File: src/rtl/lcd_pkg.sv
// Purpose: HD44780 command bytes and FSM encodings shared by the LCD refresh block.
// Latency: n/a (constants, types and a pure helper function only).
// Backpressure: n/a.
package lcd_pkg;

    localparam logic [7:0] LCD_FUNC_8B2L = 8'h38;  // 8-bit bus, 2 lines, 5x8 font
    localparam logic [7:0] LCD_DISP_ON   = 8'h0C;  // display on, cursor off
    localparam logic [7:0] LCD_ENTRY_INC = 8'h06;  // auto-increment, no shift
    localparam logic [7:0] LCD_CLEAR     = 8'h01;  // clear display, needs long execute wait
    localparam logic [7:0] LCD_LINE1     = 8'h80;  // DDRAM address 0x00
    localparam logic [7:0] LCD_LINE2     = 8'hC0;  // DDRAM address 0x40

    // Top sequencer: each write is a GO state (issue start) followed by a WT state (await done).
    typedef enum logic [2:0] {
        ST_PWR_WAIT,
        ST_INIT_GO,
        ST_INIT_WT,
        ST_ADDR_GO,
        ST_ADDR_WT,
        ST_FETCH,
        ST_CHAR_GO,
        ST_CHAR_WT
    } top_state_t;

    // Single bus write: setup, E pulse, hold, then open-loop execute wait.
    typedef enum logic [2:0] {
        BW_IDLE,
        BW_SETUP,
        BW_E_HI,
        BW_HOLD,
        BW_EXEC
    } bw_state_t;

    // Power-up command list, issued in step order 0..3.
    function automatic logic [7:0] init_cmd(input logic [1:0] step);
        case (step)
            2'd0:    init_cmd = LCD_FUNC_8B2L;
            2'd1:    init_cmd = LCD_DISP_ON;
            2'd2:    init_cmd = LCD_ENTRY_INC;
            default: init_cmd = LCD_CLEAR;
        endcase
    endfunction

endpackage

File: src/rtl/lcd_bus_write.sv
// Purpose: one HD44780 write (SETUP/E_HI/HOLD/EXEC); ports clk, rst, start, rs_in, byte_in,
//          long_wait -> busy, done, lcd_e, lcd_rs, lcd_data.
// Latency: SU_CYC + 2*E_CYC + CMD_CYC (or CLR_CYC) cycles from start to the done pulse.
// Backpressure: start is only honoured while busy=0; RS/DATA are latched on start and held.
module lcd_bus_write
    import lcd_pkg::*;
#(
    parameter int TW      = 8,
    parameter int SU_CYC  = 4,
    parameter int E_CYC   = 12,
    parameter int CMD_CYC = 50,
    parameter int CLR_CYC = 100
) (
    input  logic       clk,
    input  logic       rst,
    input  logic       start,
    input  logic       rs_in,
    input  logic [7:0] byte_in,
    input  logic       long_wait,
    output logic       busy,
    output logic       done,
    output logic       lcd_e,
    output logic       lcd_rs,
    output logic [7:0] lcd_data
);

    // Compares use terminal-1 so a 1-cycle parameter yields exactly one cycle.
    localparam logic [TW-1:0] SU_LAST  = TW'(SU_CYC - 1);
    localparam logic [TW-1:0] E_LAST   = TW'(E_CYC - 1);
    localparam logic [TW-1:0] CMD_LAST = TW'(CMD_CYC - 1);
    localparam logic [TW-1:0] CLR_LAST = TW'(CLR_CYC - 1);

    bw_state_t     state_q, state_d;
    logic [TW-1:0] cnt_q, cnt_d;
    logic          rs_q, rs_d;
    logic [7:0]    data_q, data_d;
    logic          long_q, long_d;
    logic          done_q, done_d;

    always_ff @(posedge clk or negedge rst) begin
        if (!rst) begin
            state_q <= BW_IDLE;
            cnt_q   <= '0;
            rs_q    <= 1'b0;
            data_q  <= 8'h00;
            long_q  <= 1'b0;
            done_q  <= 1'b0;
        end else begin
            state_q <= state_d;
            cnt_q   <= cnt_d;
            rs_q    <= rs_d;
            data_q  <= data_d;
            long_q  <= long_d;
            done_q  <= done_d;
        end
    end

    always_comb begin
        state_d = state_q;
        cnt_d   = cnt_q + 1'b1;
        rs_d    = rs_q;
        data_d  = data_q;
        long_d  = long_q;
        done_d  = 1'b0;
        case (state_q)
            BW_IDLE: begin
                cnt_d = '0;
                if (start) begin
                    // The byte is captured here and held untouched until the next start.
                    state_d = BW_SETUP;
                    rs_d    = rs_in;
                    data_d  = byte_in;
                    long_d  = long_wait;
                end
            end
            BW_SETUP: if (cnt_q >= SU_LAST) begin
                state_d = BW_E_HI;
                cnt_d   = '0;
            end
            BW_E_HI: if (cnt_q >= E_LAST) begin
                state_d = BW_HOLD;
                cnt_d   = '0;
            end
            BW_HOLD: if (cnt_q >= E_LAST) begin
                state_d = BW_EXEC;
                cnt_d   = '0;
            end
            BW_EXEC: if (cnt_q >= (long_q ? CLR_LAST : CMD_LAST)) begin
                state_d = BW_IDLE;
                cnt_d   = '0;
                done_d  = 1'b1;
            end
            default: begin
                state_d = BW_IDLE;
                cnt_d   = '0;
            end
        endcase
    end

    always_comb begin
        busy     = (state_q != BW_IDLE);
        done     = done_q;
        lcd_e    = (state_q == BW_E_HI);
        lcd_rs   = rs_q;
        lcd_data = data_q;
    end

endmodule

File: src/rtl/lcd_char_refresh.sv
// Purpose: init a 16x2 HD44780, then endlessly rewrite 32 chars fetched by index (no clear);
//          ports clk, rst, char_in -> index, lcd_e, lcd_rs, lcd_rw, lcd_data, frame_done.
// Latency: power-up wait, then one bus write per char; char_in sampled 2 clk after index moves.
// Backpressure: none upstream; writes are paced open-loop by lcd_bus_write busy/done.
module lcd_char_refresh
    import lcd_pkg::*;
#(
    parameter int CLK_HZ   = 50_000_000,
    parameter int T_PWR_US = 20000,
    parameter int T_CMD_US = 50,
    parameter int T_CLR_US = 2000,
    parameter int T_SU_CYC = 4,
    parameter int T_E_CYC  = 12
) (
    input  logic       clk,
    input  logic       rst,
    input  logic [7:0] char_in,
    output logic [4:0] index,
    output logic       lcd_e,
    output logic       lcd_rs,
    output logic       lcd_rw,
    output logic [7:0] lcd_data,
    output logic       frame_done
);

    localparam int            US       = CLK_HZ / 1_000_000;
    localparam int            TW       = $clog2(T_PWR_US * US + 1);
    localparam logic [TW-1:0] PWR_LAST = TW'(T_PWR_US * US - 1);

    top_state_t    state_q, state_d;
    logic [TW-1:0] tmr_q, tmr_d;
    logic [1:0]    step_q, step_d;
    logic [4:0]    index_q, index_d;
    logic          frame_done_q, frame_done_d;

    logic          wr_start, wr_rs, wr_long, wr_busy, wr_done;
    logic [7:0]    wr_byte;

    always_ff @(posedge clk or negedge rst) begin
        if (!rst) begin
            state_q      <= ST_PWR_WAIT;
            tmr_q        <= '0;
            step_q       <= 2'd0;
            index_q      <= 5'd0;
            frame_done_q <= 1'b0;
        end else begin
            state_q      <= state_d;
            tmr_q        <= tmr_d;
            step_q       <= step_d;
            index_q      <= index_d;
            frame_done_q <= frame_done_d;
        end
    end

    always_comb begin
        state_d      = state_q;
        tmr_d        = tmr_q;
        step_d       = step_q;
        index_d      = index_q;
        frame_done_d = 1'b0;
        case (state_q)
            ST_PWR_WAIT: begin
                if (tmr_q >= PWR_LAST) begin
                    state_d = ST_INIT_GO;
                    tmr_d   = '0;
                end else begin
                    tmr_d = tmr_q + 1'b1;
                end
            end
            ST_INIT_GO: if (!wr_busy) state_d = ST_INIT_WT;
            ST_INIT_WT: if (wr_done) begin
                if (step_q == 2'd3) begin
                    state_d = ST_ADDR_GO;
                end else begin
                    step_d  = step_q + 2'd1;
                    state_d = ST_INIT_GO;
                end
            end
            ST_ADDR_GO: if (!wr_busy) state_d = ST_ADDR_WT;
            ST_ADDR_WT: if (wr_done) state_d = ST_FETCH;
            // index moved at the previous edge; upstream registers char_in one clk later,
            // so the start issued from CHAR_GO samples a byte that matches index.
            ST_FETCH:   state_d = ST_CHAR_GO;
            ST_CHAR_GO: if (!wr_busy) state_d = ST_CHAR_WT;
            ST_CHAR_WT: if (wr_done) begin
                index_d      = index_q + 5'd1;
                frame_done_d = (index_q == 5'd31);
                // After char 15 or 31 the cursor must be re-addressed to the next line.
                state_d      = (index_q[3:0] == 4'hF) ? ST_ADDR_GO : ST_FETCH;
            end
            default: state_d = ST_PWR_WAIT;
        endcase
    end

    always_comb begin
        wr_start = 1'b0;
        wr_rs    = 1'b0;
        wr_byte  = 8'h00;
        wr_long  = 1'b0;
        case (state_q)
            ST_INIT_GO: begin
                wr_start = !wr_busy;
                wr_byte  = init_cmd(step_q);
                wr_long  = (init_cmd(step_q) == LCD_CLEAR);
            end
            ST_ADDR_GO: begin
                wr_start = !wr_busy;
                wr_byte  = index_q[4] ? LCD_LINE2 : LCD_LINE1;
            end
            ST_CHAR_GO: begin
                wr_start = !wr_busy;
                wr_rs    = 1'b1;
                wr_byte  = char_in;
            end
            default: ;
        endcase
    end

    lcd_bus_write #(
        .TW      (TW),
        .SU_CYC  (T_SU_CYC),
        .E_CYC   (T_E_CYC),
        .CMD_CYC (T_CMD_US * US),
        .CLR_CYC (T_CLR_US * US)
    ) u_bus_write (
        .clk       (clk),
        .rst       (rst),
        .start     (wr_start),
        .rs_in     (wr_rs),
        .byte_in   (wr_byte),
        .long_wait (wr_long),
        .busy      (wr_busy),
        .done      (wr_done),
        .lcd_e     (lcd_e),
        .lcd_rs    (lcd_rs),
        .lcd_data  (lcd_data)
    );

    assign index      = index_q;
    assign frame_done = frame_done_q;
    assign lcd_rw     = 1'b0;

endmodule

File: config.mk
export PLATFORM = sky130hd
export DESIGN_NAME = lcd_char_refresh
export DESIGN_NICKNAME = d
export VERILOG_FILES = /design/src/rtl/lcd_pkg.sv /design/src/rtl/lcd_bus_write.sv /design/src/rtl/lcd_char_refresh.sv
export SDC_FILE = /design/constraint.sdc
export NUM_CORES = 1
export LEC_CHECK = 0
export ABC_AREA = 1
export BUFFER_PORTS_ARGS = -buffer_cell sky130_fd_sc_hd__buf_2
export CORE_ASPECT_RATIO = 0.9
export CORE_UTILIZATION = 29
export DETAILED_ROUTE_END_ITERATION = 12
export PLACE_DENSITY = 0.55
export SKIP_LAST_GASP = 1
export SLEW_MARGIN = 10
export SYNTH_ARGS = -nofsm -noshare
export SYNTH_HDL_FRONTEND = slang
export SYNTH_HIERARCHICAL = 1
export SYNTH_SLANG_ARGS = --single-unit
export TNS_END_PERCENT = 50
File: constraint.sdc
create_clock -name clk -period 2.4 [get_ports clk]
set_input_delay 0 -clock clk [delete_from_list [all_inputs] [get_ports clk]]
set_output_delay 0 -clock clk [all_outputs]
set_load 0.03 [all_outputs]
==> flow_metrics.env, run 1 <==
export IMPL_power_leakage_uw=0.002228
export IMPL_cts_htree_levels=3
export IMPL_reg2reg_slack_ns=0.31
export IMPL_status="complete, no violations"
export IMPL_dp_hpwl_um=6910
export IMPL_tns_ns=0
export IMPL_drc=0
export IMPL_syn_inst=536
export IMPL_clockRootBuffer="clkbuf_16"
export IMPL_firstDrtPassIters=4
export IMPL_slowest_delay_ns=0.43
export IMPL_cts_buffer_depth=2
export IMPL_track_usage=0.1339
export IMPL_synth_xor_area_frac=0.04017
export IMPL_crit_arrival_ns=2.30
export IMPL_die_w_um=128.0
export IMPL_cts_resized=0
export IMPL_synth_compound_area_frac=0.1108
export IMPL_grt_busiest_layer="met2"
export IMPL_syn2layout_area_growth_pct=16.37
export IMPL_ys_warnings_count=6
export IMPL_period_share=0.8699
export IMPL_first_iter_violations=137
export IMPL_power_uw=2469
export IMPL_rows=41
export IMPL_postRouteAntennaNets=0
export IMPL_postCtsSetupBuffers=0
export IMPL_grt_start_max_net_pins=40
export IMPL_die_area_sq_mm=0.01477
export IMPL_numPortBuffers=25
export IMPL_syn_cell_area_sq_mm=0.004143
export IMPL_synthDominantAreaCellType="dfrtp_1"
export IMPL_path_cells="inv_1, nand2_1, nor2_1, o21ai_0, inv_1, nand3_1, mux2_2"
export IMPL_cp_end_kind="flip-flop"
export IMPL_critical_path_class="reg2reg"
export IMPL_cts_clk_slew_worst_paths_ns=0.06
export IMPL_yosysSeqAreaShare=0.3926
export IMPL_die_height_um=115.4
export IMPL_yosysMostFrequentCell="nand2_1"
export IMPL_maxCapViolations=0
export IMPL_dr_total_vias=3536
export IMPL_antenna_found_initial=0
export IMPL_pin_count=27
export IMPL_fillerInstances=1449
export IMPL_synth_edf_count=0
export IMPL_synthSimpleGateAreaFrac=0.2899
export IMPL_synthTopCellsByCount="nand2_1 (146), dfrtp_1 (65), inv_1 (53), nor2_1 (51), nand3_1 (38)"
export IMPL_crit_fanout=11
export IMPL_vias_per_cell=4.586
export IMPL_synth_ff_latch_count=65
export IMPL_synth_top_area_share=0.3926
export IMPL_met3_usage=0.02234
export IMPL_vdd_drop_max_mv=0.3557
export IMPL_initial_core_util=0.2958
export IMPL_synth_area_leaders="dfrtp_1 (39%), nand2_1 (13%), ha_1 (6.0%), inv_1 (4.8%), nor2_1 (4.6%)"
export IMPL_clk_insertion_delay_late_ns=0.32
export IMPL_cts_tree="built"
export IMPL_synthAdderAreaFrac=0.06040
export IMPL_drive_gt1_frac=0.1851
export IMPL_async_flop_share=1.000
export IMPL_numCtsBuffers=9
export IMPL_drt_wl_total_um=9150
export IMPL_worst_slew_pin_slew_ns=0.6514
export IMPL_fmax_mhz=479.0
export IMPL_muxShareOfSynthArea=0.02446
export IMPL_power_density_mw_per_mm2=512.1
export IMPL_routedWlPerCell_um=11.87
export IMPL_core_area_sq_mm=0.01400
export IMPL_grt_pass1_vias=3455
export IMPL_grtUsageMet2=0.2192
export IMPL_finClkSkew_ns=0.01066
export IMPL_met1_usage=0.1802
export IMPL_start_kind="flip-flop"
export IMPL_path_common_cell="inv_1"
export IMPL_seqCellArea_sq_mm=0.001627
export IMPL_slowest_stage="mux2_2"
export IMPL_grt_overflow=0
export IMPL_max_slew_margin=0.5657
export IMPL_multi_input_area_sq_mm=0.002190
export IMPL_diodes=0
export IMPL_avgSynthCellArea_sq_um=7.729
export IMPL_fin_crit_ns=2.088
export IMPL_place_congestion=0.9114
export IMPL_grt_pass1_wl_um=15890
export IMPL_layout_nets=603
export IMPL_slew_viol_final=0
export IMPL_hp_class="in2reg"
export IMPL_synth_main_ff_cell="dfrtp_1"
export IMPL_synth_cell_type_count=41
export IMPL_synth_top_family_by_area="simple AND/OR/NAND/NOR gates"
export IMPL_cts_sinks=65
export IMPL_rsz0062_at_grt="false"
export IMPL_cp_data_required_time_ns=2.61
export IMPL_hold_viol=0
export IMPL_setup_viol=0
[per-layer routing]
layer / part of all wire / vias up
li1: - / 1797
met1: 0.50 / 1661
met2: 0.46 / 63
met3: 0.031 / 15
met4: 0.012 / 0
met5: 0 / -
[power by group]
part / switching [uW] / total (uW) / internal, uW
clock network: 515 / 1330 / 813
registers: 0.665 / 1100 / 1100
logic: 30.3 / 43.0 / 12.6
[state kept, by name (all words and copies together) (netlist names)]
register              count
u_bus_write/cnt_q        20
u_bus_write/lcd_rs        1
u_bus_write/done          1
index                     5
step_q                    2
state_q                   3
frame_done                1
u_bus_write/long_q        1
u_bus_write/state_q       3
tmr_q                    20
u_bus_write/lcd_data      8
[cell families (layout without fill, tap and decap cells)]
| family | after synthesis | after routing |
|---|---|---|
| simple gates | 271 | 271 |
| fa+ha+maj | 20 | 20 |
| buf+inv | 77 | 118 |
| other cells | 2 | 3 |
| xor+xnor | 19 | 19 |
| mux | 9 | 9 |
| flops | 65 | 65 |
| compound gates | 73 | 73 |
[through the flow]
stage / util / area (sq um) / setup slack [ns] / hold WS (ns) / std cells
2_1_floorplan: - / 4146 / 0.6296 / -0.2956 / 537
3_3_place_gp: 0.3212 / 4498 / 0.3583 / 0.06472 / 753
4_1_cts: 0.3442 / 4821 / 0.3033 / 0.01346 / 771
3_5_place_dp: 0.3212 / 4498 / 0.3102 / 0.07479 / 753
5_1_grt: 0.3442 / 4821 / 0.07188 / 0.02644 / 771
6_report: 0.3442 / 4821 / 0.3122 / 0.01933 / 771
[cell usage in the layout, fill, tap and decap left out, drive strengths merged]
cell | synthesis | layout
bufinv | 0 | 1
xnor2 | 5 | 5
dfrtp | 65 | 65
a21o | 1 | 1
o22ai | 6 | 6
nor2 | 58 | 58
mux2 | 9 | 9
or2 | 1 | 1
a21oi | 24 | 24
o21bai | 2 | 2
xor2 | 14 | 14
conb | 2 | 3
nand2 | 153 | 153
nand4 | 7 | 7
ha | 20 | 20
a22o | 1 | 1
clkbuf | 1 | 9
clkinvlp | 0 | 1
buf | 6 | 30
nor3 | 10 | 10
o21ai | 36 | 36
inv | 68 | 70
nand3 | 41 | 41
nand3b | 1 | 1
o211ai | 1 | 1
dlygate4sd3 | 0 | 2
a21boi | 2 | 2
clkinv | 2 | 5
[critical path, delay by kind of cell (launching register included)]
family / cells / cell delay, ns
buffers and inverters: 2 / 0.24
AOI/OAI and AO/OA: 1 / 0.15
and+or+nand+nor: 3 / 0.75
muxes: 1 / 0.43
DFF: 1 / 0.41
[timing repair]
action                                  4_1_cts  5_1_grt
endpoints found under the hold margin        27        0
endpoints found under the setup margin        0        0
hold buffers                                  2        0
[area by class of cell]
type,instances,share of cell area
Multi-Input combinational cell,395,0.4542
Sequential cell,65,0.3374
Inverter,70,0.05502
Tap cell,193,0.05009
Clock buffer,9,0.04672
Timing Repair Buffer,32,0.04049
Clock inverter,7,0.01609
[worst paths after layout]
kind,depth (start not counted),end,startpoint
max in group asynchronous,3,tmr_q[14]$_DFFE_PN0N_,rst
worst max register to register,7,u_bus_write/lcd_data[0]$_DFFE_PN0P_,state_q[1]$_DFFE_PN0P_
worst min-delay path,4,u_bus_write/lcd_data[2]$_DFFE_PN0P_,char_in[2]
worst min register to register,1,u_bus_write/cnt_q[0]$_DFF_PN0_,u_bus_write/cnt_q[0]$_DFF_PN0_
worst max-delay path,7,u_bus_write/lcd_data[0]$_DFFE_PN0P_,state_q[1]$_DFFE_PN0P_
min in group asynchronous,2,u_bus_write/cnt_q[1]$_DFF_PN0_,rst
Power figures use the tool's default switching activity.
==> run 2: changes to the inputs <==
--- a/config.mk
+++ b/config.mk
@@ -8,9 +8,9 @@
 export ABC_AREA = 1
 export BUFFER_PORTS_ARGS = -buffer_cell sky130_fd_sc_hd__buf_2
 export CORE_ASPECT_RATIO = 0.9
-export CORE_UTILIZATION = 29
+export CORE_UTILIZATION = 61
 export DETAILED_ROUTE_END_ITERATION = 12
-export PLACE_DENSITY = 0.55
+export PLACE_DENSITY = 0.91
 export SKIP_LAST_GASP = 1
 export SLEW_MARGIN = 10
 export SYNTH_ARGS = -nofsm -noshare
==> run 2 against run 1 <==
Net effect: clock skew increased by 0.00089 ns; non-clock buffer count decreased by 3; sequential cell count unchanged; critical path depth unchanged; routed wire length increased by 4.4%; critical endpoint is now u_bus_write/lcd_data[5]$_DFFE_PN0P_.
==> flow_metrics.env, run 2 (synthesis gave the netlist of run 1 again) <==
export IMPL_grt_pass1_vias=3612
export IMPL_met1_usage=0.3844
export IMPL_hold_viol=0
export IMPL_crit_fanout=11
export IMPL_critical_path_class="reg2reg"
export IMPL_power_leakage_uw=0.002148
export IMPL_rows=28
export IMPL_die_height_um=80.18
export IMPL_place_ws_ns=0.3222
export IMPL_period_share=0.9033
export IMPL_final_cell_mix="nand2_1 (146), dfrtp_1 (65), inv_1 (53)"
export IMPL_grt_overflow=0
export IMPL_die_area_sq_mm=0.007125
export IMPL_tns_ns=0
export IMPL_cp_data_required_time_ns=2.62
export IMPL_cts_htree_levels=3
export IMPL_dr_total_vias=3721
export IMPL_clockRootBuffer="clkbuf_8"
export IMPL_crit_arrival_ns=2.39
export IMPL_layout_nets=600
export IMPL_crit_buf_inv=2
export IMPL_path_common_cell="inv_1"
export IMPL_path_cells="inv_1, nand2_1, nor2_1, o21ai_0, inv_1, nand3_1, mux2_2"
export IMPL_antenna_found_initial=0
export IMPL_fmax_mhz=461.3
export IMPL_routedWlPerCell_um=14.37
export IMPL_grtUsageMet2=0.4838
export IMPL_drive_gt1_frac=0.1809
export IMPL_drc=0
export IMPL_worst_slew_pin_slew_ns=0.8123
export IMPL_clk_insertion_delay_late_ns=0.34
export IMPL_status="complete, no violations"
export IMPL_setup_viol=0
export IMPL_cp_end_kind="flip-flop"
export IMPL_first_iter_violations=308
export IMPL_crit_end="u_bus_write/lcd_data[5]$_DFFE_PN0P_"
export IMPL_critPathTopFamily="simple AND/OR/NAND/NOR gates"
export IMPL_slew_viol_final=0
export IMPL_cts_hold_buf=2
export IMPL_finClkSkew_ns=0.01155
export IMPL_power_density_mw_per_mm2=431.3
export IMPL_firstDrtPassIters=6
export IMPL_met3_usage=0.06578
export IMPL_r2r_start="state_q[1]$_DFFE_PN0P_"
export IMPL_die_w_um=88.87
export IMPL_dp_hpwl_um=6436
export IMPL_core_area_sq_mm=0.006586
export IMPL_start_kind="flip-flop"
export IMPL_grt_start_max_net_pins=66
export IMPL_fin_util=0.6871
export IMPL_max_slew_margin=0.4585
export IMPL_cts_tree="built"
export IMPL_r2r_cells=7
export IMPL_layout_commonest_cell="nand2_1"
export IMPL_reg2reg_slack_ns=0.23
export IMPL_postCtsSetupBuffers=0
export IMPL_numCtsBuffers=9
export IMPL_cts_buffer_depth=2
export IMPL_hp_class="in2reg"
export IMPL_cts_resized=0
export IMPL_rsz0062_at_grt="false"
export IMPL_fin_ws_ns=0.2320
export IMPL_cts_sinks=65
export IMPL_slowest_stage="mux2_2"
export IMPL_pin_count=27
export IMPL_reg2reg_to="u_bus_write/lcd_data[5]$_DFFE_PN0P_"
export IMPL_postRouteAntennaNets=0
export IMPL_maxCapViolations=0
export IMPL_slowest_delay_ns=0.44
export IMPL_place_congestion=0.8927
export IMPL_initial_core_util=0.6290
export IMPL_fin_cells=665
export IMPL_cp_depth=7
export IMPL_crit_start="state_q[1]$_DFFE_PN0P_"
export IMPL_diodes=0
export IMPL_fin_crit_ns=2.168
export IMPL_numPortBuffers=25
export IMPL_vdd_drop_max_mv=0.3943
export IMPL_syn2layout_area_growth_pct=9.242
export IMPL_grt_busiest_layer="met2"
export IMPL_grt_pass1_wl_um=16180
export IMPL_cts_clk_slew_worst_paths_ns=0.07
export IMPL_drt_wl_total_um=9554
export IMPL_place_inst=647
export IMPL_track_usage=0.2939
export IMPL_fillerInstances=501
export IMPL_vias_per_cell=5.595
run 2: changes by cell type in the layout (fill, tap and decap cells not counted):
cell | before | now
buf_4 | 4 | 2
clkinv_2 | 1 | 3
buf_12 | 1 | 0
clkbuf_16 | 9 | 0
inv_6 | 2 | 0
clkinvlp_4 | 1 | 2
clkbuf_8 | 0 | 9
bufinv_16 | 1 | 0
run 2: power breakdown:
group          internal [uW]  switching, uW
Combinational           10.4           29.5
Sequential              1100          0.825
Clock                    372            443
Total                   1480            474
run 2: area by class of cell:
class	count	area [sq um]	area share
Multi-Input combinational cell	395	2190	0.4838
Sequential cell	65	1627	0.3594
Inverter	70	265.3	0.05861
Timing Repair Buffer	29	160.2	0.03539
Clock buffer	9	123.9	0.02737
Tap cell	90	112.6	0.02488
Clock inverter	7	47.55	0.01051
run 2: worst min-delay path by stage:
stage          startpoint                                   to  slack, ns  cells after the start
6_report       char_in[6]  u_bus_write/lcd_data[6]$_DFFE_PN0P_       0.02                      4
5_1_grt        char_in[1]  u_bus_write/lcd_data[1]$_DFFE_PN0P_       0.04                      3
4_1_cts        char_in[6]  u_bus_write/lcd_data[6]$_DFFE_PN0P_      0.002                      4
3_5_place_dp          rst      u_bus_write/cnt_q[11]$_DFF_PN0_       0.23                      2
3_3_place_gp          rst      u_bus_write/cnt_q[11]$_DFF_PN0_       0.22                      2
2_1_floorplan         rst                 frame_done$_DFF_PN0_      -0.30                      0
run 2: tightest hold or removal path: stages:
cell     delay, ns
buf_2         0.08
nand2_1       0.05
o21ai_0       0.06
mux2_2        0.14
run 2: through the flow:
step           hold WS [ns]  power (uW)  area (sq um)
2_1_floorplan       -0.2956        1127          4146
3_3_place_gp         0.2225        1156          4334
3_5_place_dp         0.2293        1157          4334
4_1_cts            0.001994        1963          4526
5_1_grt             0.03535        2015          4526
6_report            0.02143        1952          4526
run 2: layer usage:
layer / wire length (um) / part of all wire / up-vias
met5: 0 / 0 / -
met4: 172 / 0.018 / 0
met3: 660 / 0.069 / 30
met2: 4543 / 0.48 / 184
met1: 4177 / 0.44 / 1722
li1: - / - / 1785
==> run 3: changes to the inputs <==
--- a/config.mk
+++ b/config.mk
@@ -5,12 +5,11 @@
 export SDC_FILE = /design/constraint.sdc
 export NUM_CORES = 1
 export LEC_CHECK = 0
-export ABC_AREA = 1
 export BUFFER_PORTS_ARGS = -buffer_cell sky130_fd_sc_hd__buf_2
 export CORE_ASPECT_RATIO = 0.9
-export CORE_UTILIZATION = 61
+export CORE_UTILIZATION = 60
 export DETAILED_ROUTE_END_ITERATION = 12
-export PLACE_DENSITY = 0.91
+export PLACE_DENSITY = 0.9
 export SKIP_LAST_GASP = 1
 export SLEW_MARGIN = 10
 export SYNTH_ARGS = -nofsm -noshare
==> run 3 against run 2 <==
Net effect: the flow now finishes with violations (DRC, setup timing); via count shrank 13%; worst setup slack lost 0.25 ns; first-iteration DRC count rose by 17%; cell area fell by 7.0%; routed wire length down 8.7%; final cell count shrank 25%; register-to-register slack got worse by 0.25 ns; critical path depth decreased by 1; sequential share of layout area is 2.7 points higher; global-route usage fell by 0.62 points; combinational power shrank 6.5%; synthesized area shrank 10%; critical endpoint is now u_bus_write/cnt_q[0]$_DFF_PN0_.
==> flow_metrics.env, run 3 <==
export IMPL_fmax_mhz=414.3
export IMPL_final_cell_mix="dfrtp_1 (65), nand2_1 (35), nor2_1 (32)"
export IMPL_violations="DRC, setup timing"
export IMPL_synthSimpleGateAreaFrac=0.2321
export IMPL_slew_viol_final=0
export IMPL_synth_edf_count=0
export IMPL_clk_insertion_delay_late_ns=0.35
export IMPL_hold_depth=3
export IMPL_synth_main_ff_cell="dfrtp_1"
export IMPL_firstDrtPassIters=9
export IMPL_postRouteAntennaNets=0
export IMPL_r2r_cells=6
export IMPL_status="finished with violations"
export IMPL_critical_path_class="reg2reg"
export IMPL_grt_pass1_vias=3129
export IMPL_start_kind="flip-flop"
export IMPL_synth_area_leaders="dfrtp_1 (44%), ha_1 (6.7%), nand3_1 (3.9%), nand2_1 (3.5%), nor2_1 (3.4%)"
export IMPL_synthTopCellsByCount="dfrtp_1 (65), nand2_1 (35), nor2_1 (34), nand3_1 (29)"
export IMPL_synth_top_area_share=0.4379
export IMPL_vias_per_cell=6.447
export IMPL_cts_htree_levels=3
export IMPL_first_iter_violations=361
export IMPL_cts_sinks=65
export IMPL_synth_cell_type_count=54
export IMPL_finClkSkew_ns=0.01099
export IMPL_hp_class="in2reg"
export IMPL_syn2layout_area_growth_pct=13.27
export IMPL_initial_core_util=0.6379
export IMPL_synth_ff_latch_count=65
export IMPL_syn_inst=387
export IMPL_drc=1
export IMPL_period_share=1.006
export IMPL_crit_fanout=17
export IMPL_power_density_mw_per_mm2=511.0
export IMPL_reg2reg_slack_ns=-0.01
export IMPL_fin_util=0.7226
export IMPL_cts_buffer_depth=2
export IMPL_p_clk_frac=0.472
export IMPL_slowest_delay_ns=0.55
export IMPL_rows=26
export IMPL_diodes=0
export IMPL_synth_compound_area_frac=0.1371
export IMPL_placed_area_sq_mm=0.003963
export IMPL_die_area_sq_mm=0.006510
export IMPL_syn_cell_area_sq_mm=0.003715
export IMPL_synthDominantAreaCellType="dfrtp_1"
export IMPL_synth_top_family_by_area="simple AND/OR/NAND/NOR gates"
export IMPL_crit_start="u_bus_write/cnt_q[6]$_DFF_PN0_"
export IMPL_cp_data_required_time_ns=2.67
export IMPL_die_height_um=76.65
export IMPL_cp_end_kind="flip-flop"
export IMPL_cts_clk_slew_worst_paths_ns=0.07
export IMPL_reg2reg_to="u_bus_write/cnt_q[0]$_DFF_PN0_"
export IMPL_layout_nets=457
export IMPL_fin_crit_ns=2.414
export IMPL_clockRootBuffer="clkbuf_8"
export IMPL_drt_wl_total_um=8719
export IMPL_track_usage=0.2877
export IMPL_dr_total_vias=3230
export IMPL_vdd_drop_max_mv=0.4122
export IMPL_power_leakage_uw=0.002057
export IMPL_fin_ws_ns=-0.01365
export IMPL_cts_tree="built"
export IMPL_power_switching_uw=437.4
export IMPL_dp_hpwl_um=5639
export IMPL_grt_pass1_wl_um=14570
export IMPL_avgSynthCellArea_sq_um=9.599
export IMPL_design_area_sq_mm=0.004208
export IMPL_place_congestion=0.8616
export IMPL_p_seq_frac=0.510
export IMPL_yosysMostFrequentCell="dfrtp_1"
export IMPL_fillerInstances=356
export IMPL_synth_xor_area_frac=0.04715
export IMPL_synthAdderAreaFrac=0.07006
export IMPL_maxCapViolations=0
export IMPL_slowest_stage="or4b_4"
export IMPL_worst_slew_pin_slew_ns=0.8022
export IMPL_p_comb_frac=0.017
export IMPL_postCtsSetupBuffers=0
export IMPL_drive_gt1_frac=0.1856
export IMPL_p_int_uw=1713
export IMPL_muxShareOfSynthArea=0.03031
export IMPL_hold_ws_ns=0.01247
export IMPL_numCtsBuffers=9
export IMPL_pin_count=27
export IMPL_async_flop_share=1.000
export IMPL_core_area_sq_mm=0.005823
export IMPL_setup_viol=5
export IMPL_grt_start_max_net_pins=66
export IMPL_yosysSeqAreaShare=0.4379
export IMPL_routedWlPerCell_um=17.40
export IMPL_hold_viol=0
export IMPL_crit_arrival_ns=2.69
export IMPL_rsz0062_at_grt="true"
export IMPL_antenna_found_initial=0
export IMPL_max_slew_margin=0.4652
export IMPL_ys_warnings_count=6
export IMPL_die_w_um=84.94
export IMPL_crit_end="u_bus_write/cnt_q[0]$_DFF_PN0_"
export IMPL_layout_commonest_cell="dfrtp_1"
export IMPL_numPortBuffers=25
export IMPL_swShare=0.2034
export IMPL_r2r_start="u_bus_write/cnt_q[6]$_DFF_PN0_"
export IMPL_grt_overflow=0
export IMPL_path_cells="or4_1, or4_4, or4b_4, o31a_1, buf_12, nor2_1"
[run 3: cell types whose count changed in the layout (fill, tap and decap cells not counted), moves of 13 or more]
cell / delta
buf_4: +13
nand2_1: -111
inv_1: -37
a21oi_2: -17
nor2_1: -19
inv_2: -14
[run 3: metal layers]
| layer | GRT usage | share of wire | up-vias |
|---|---|---|---|
| met1 | 0.3721 | 0.42 | 1574 |
| met2 | 0.4645 | 0.48 | 153 |
| li1 | - | - | 1476 |
| met3 | 0.06826 | 0.070 | 27 |
| met4 | 0.1203 | 0.025 | 0 |
| met5 | 0 | 0 | - |
[run 3: worst min path at each step]
stage	start	endpoint	slack, ns
4_1_cts	char_in[4]	u_bus_write/lcd_data[4]$_DFFE_PN0P_	0.002
6_report	char_in[4]	u_bus_write/lcd_data[4]$_DFFE_PN0P_	0.01
3_3_place_gp	rst	u_bus_write/cnt_q[11]$_DFF_PN0_	0.23
2_1_floorplan	rst	frame_done$_DFF_PN0_	-0.30
3_5_place_dp	rst	u_bus_write/cnt_q[17]$_DFF_PN0_	0.23
5_1_grt	char_in[4]	u_bus_write/lcd_data[4]$_DFFE_PN0P_	0.008
[run 3: what timing repair did]
item / 4_1_cts / 5_1_grt
setup endpoints to repair: 9 / 16
hold buffers: 1 / 0
endpoints found under the hold margin: 65 / 0
gates resized for setup: 5 / 1
[run 3: per-stage QoR]
stage          total power (uW)  setup TNS [ns]  cells  worst slack, ns
2_1_floorplan              1125               0    388          0.02601
3_3_place_gp               1154               0    485          0.09715
3_5_place_dp               1155        -0.01122    485         -0.01122
4_1_cts                    2161               0    501         0.002963
5_1_grt                    2225         -0.3419    501         -0.03560
6_report                   2150        -0.04110    501         -0.01365
[run 3: layout make-up]
type | count | area [sq um] | share of cell area
multi-input combinational | 293 | 1956 | 0.4648
sequential | 65 | 1627 | 0.3866
timing repair buffer | 42 | 267.8 | 0.06363
clock buffer | 12 | 145.1 | 0.03449
tap | 70 | 87.58 | 0.02081
clock inverter | 3 | 65.06 | 0.01546
inverter | 16 | 60.06 | 0.01427
[run 3: cell families (layout without fill, tap and decap cells)]
| group | Yosys count | in the layout |
|---|---|---|
| AND/OR/NAND/NOR | 165 | 165 |
| AO/OA/AOI/OAI | 74 | 74 |
| flip-flops | 65 | 65 |
| buffers and inverters | 30 | 73 |
| adder cells (fa/ha/maj) | 21 | 21 |
| XOR/XNOR | 20 | 20 |
| multiplexers | 10 | 10 |
| other | 2 | 3 |
[run 3: critical path: cells and delay by family (launching register included)]
family / cells / cell delay [ns]
compound gates: 1 / 0.16
buf+inv: 1 / 0.17
flops: 1 / 0.38
simple gates: 4 / 1.61
[run 3: power by group through the flow]
stage                     clock network [uW]  registers [uW]  logic, uW
after global routing                    1080            1100       43.9
after floorplan                            0            1120       7.14
after global placement                     0            1120       36.1
after CTS                               1030            1100       38.8
after detailed placement                   0            1120       37.1
final                                   1020            1100       37.3
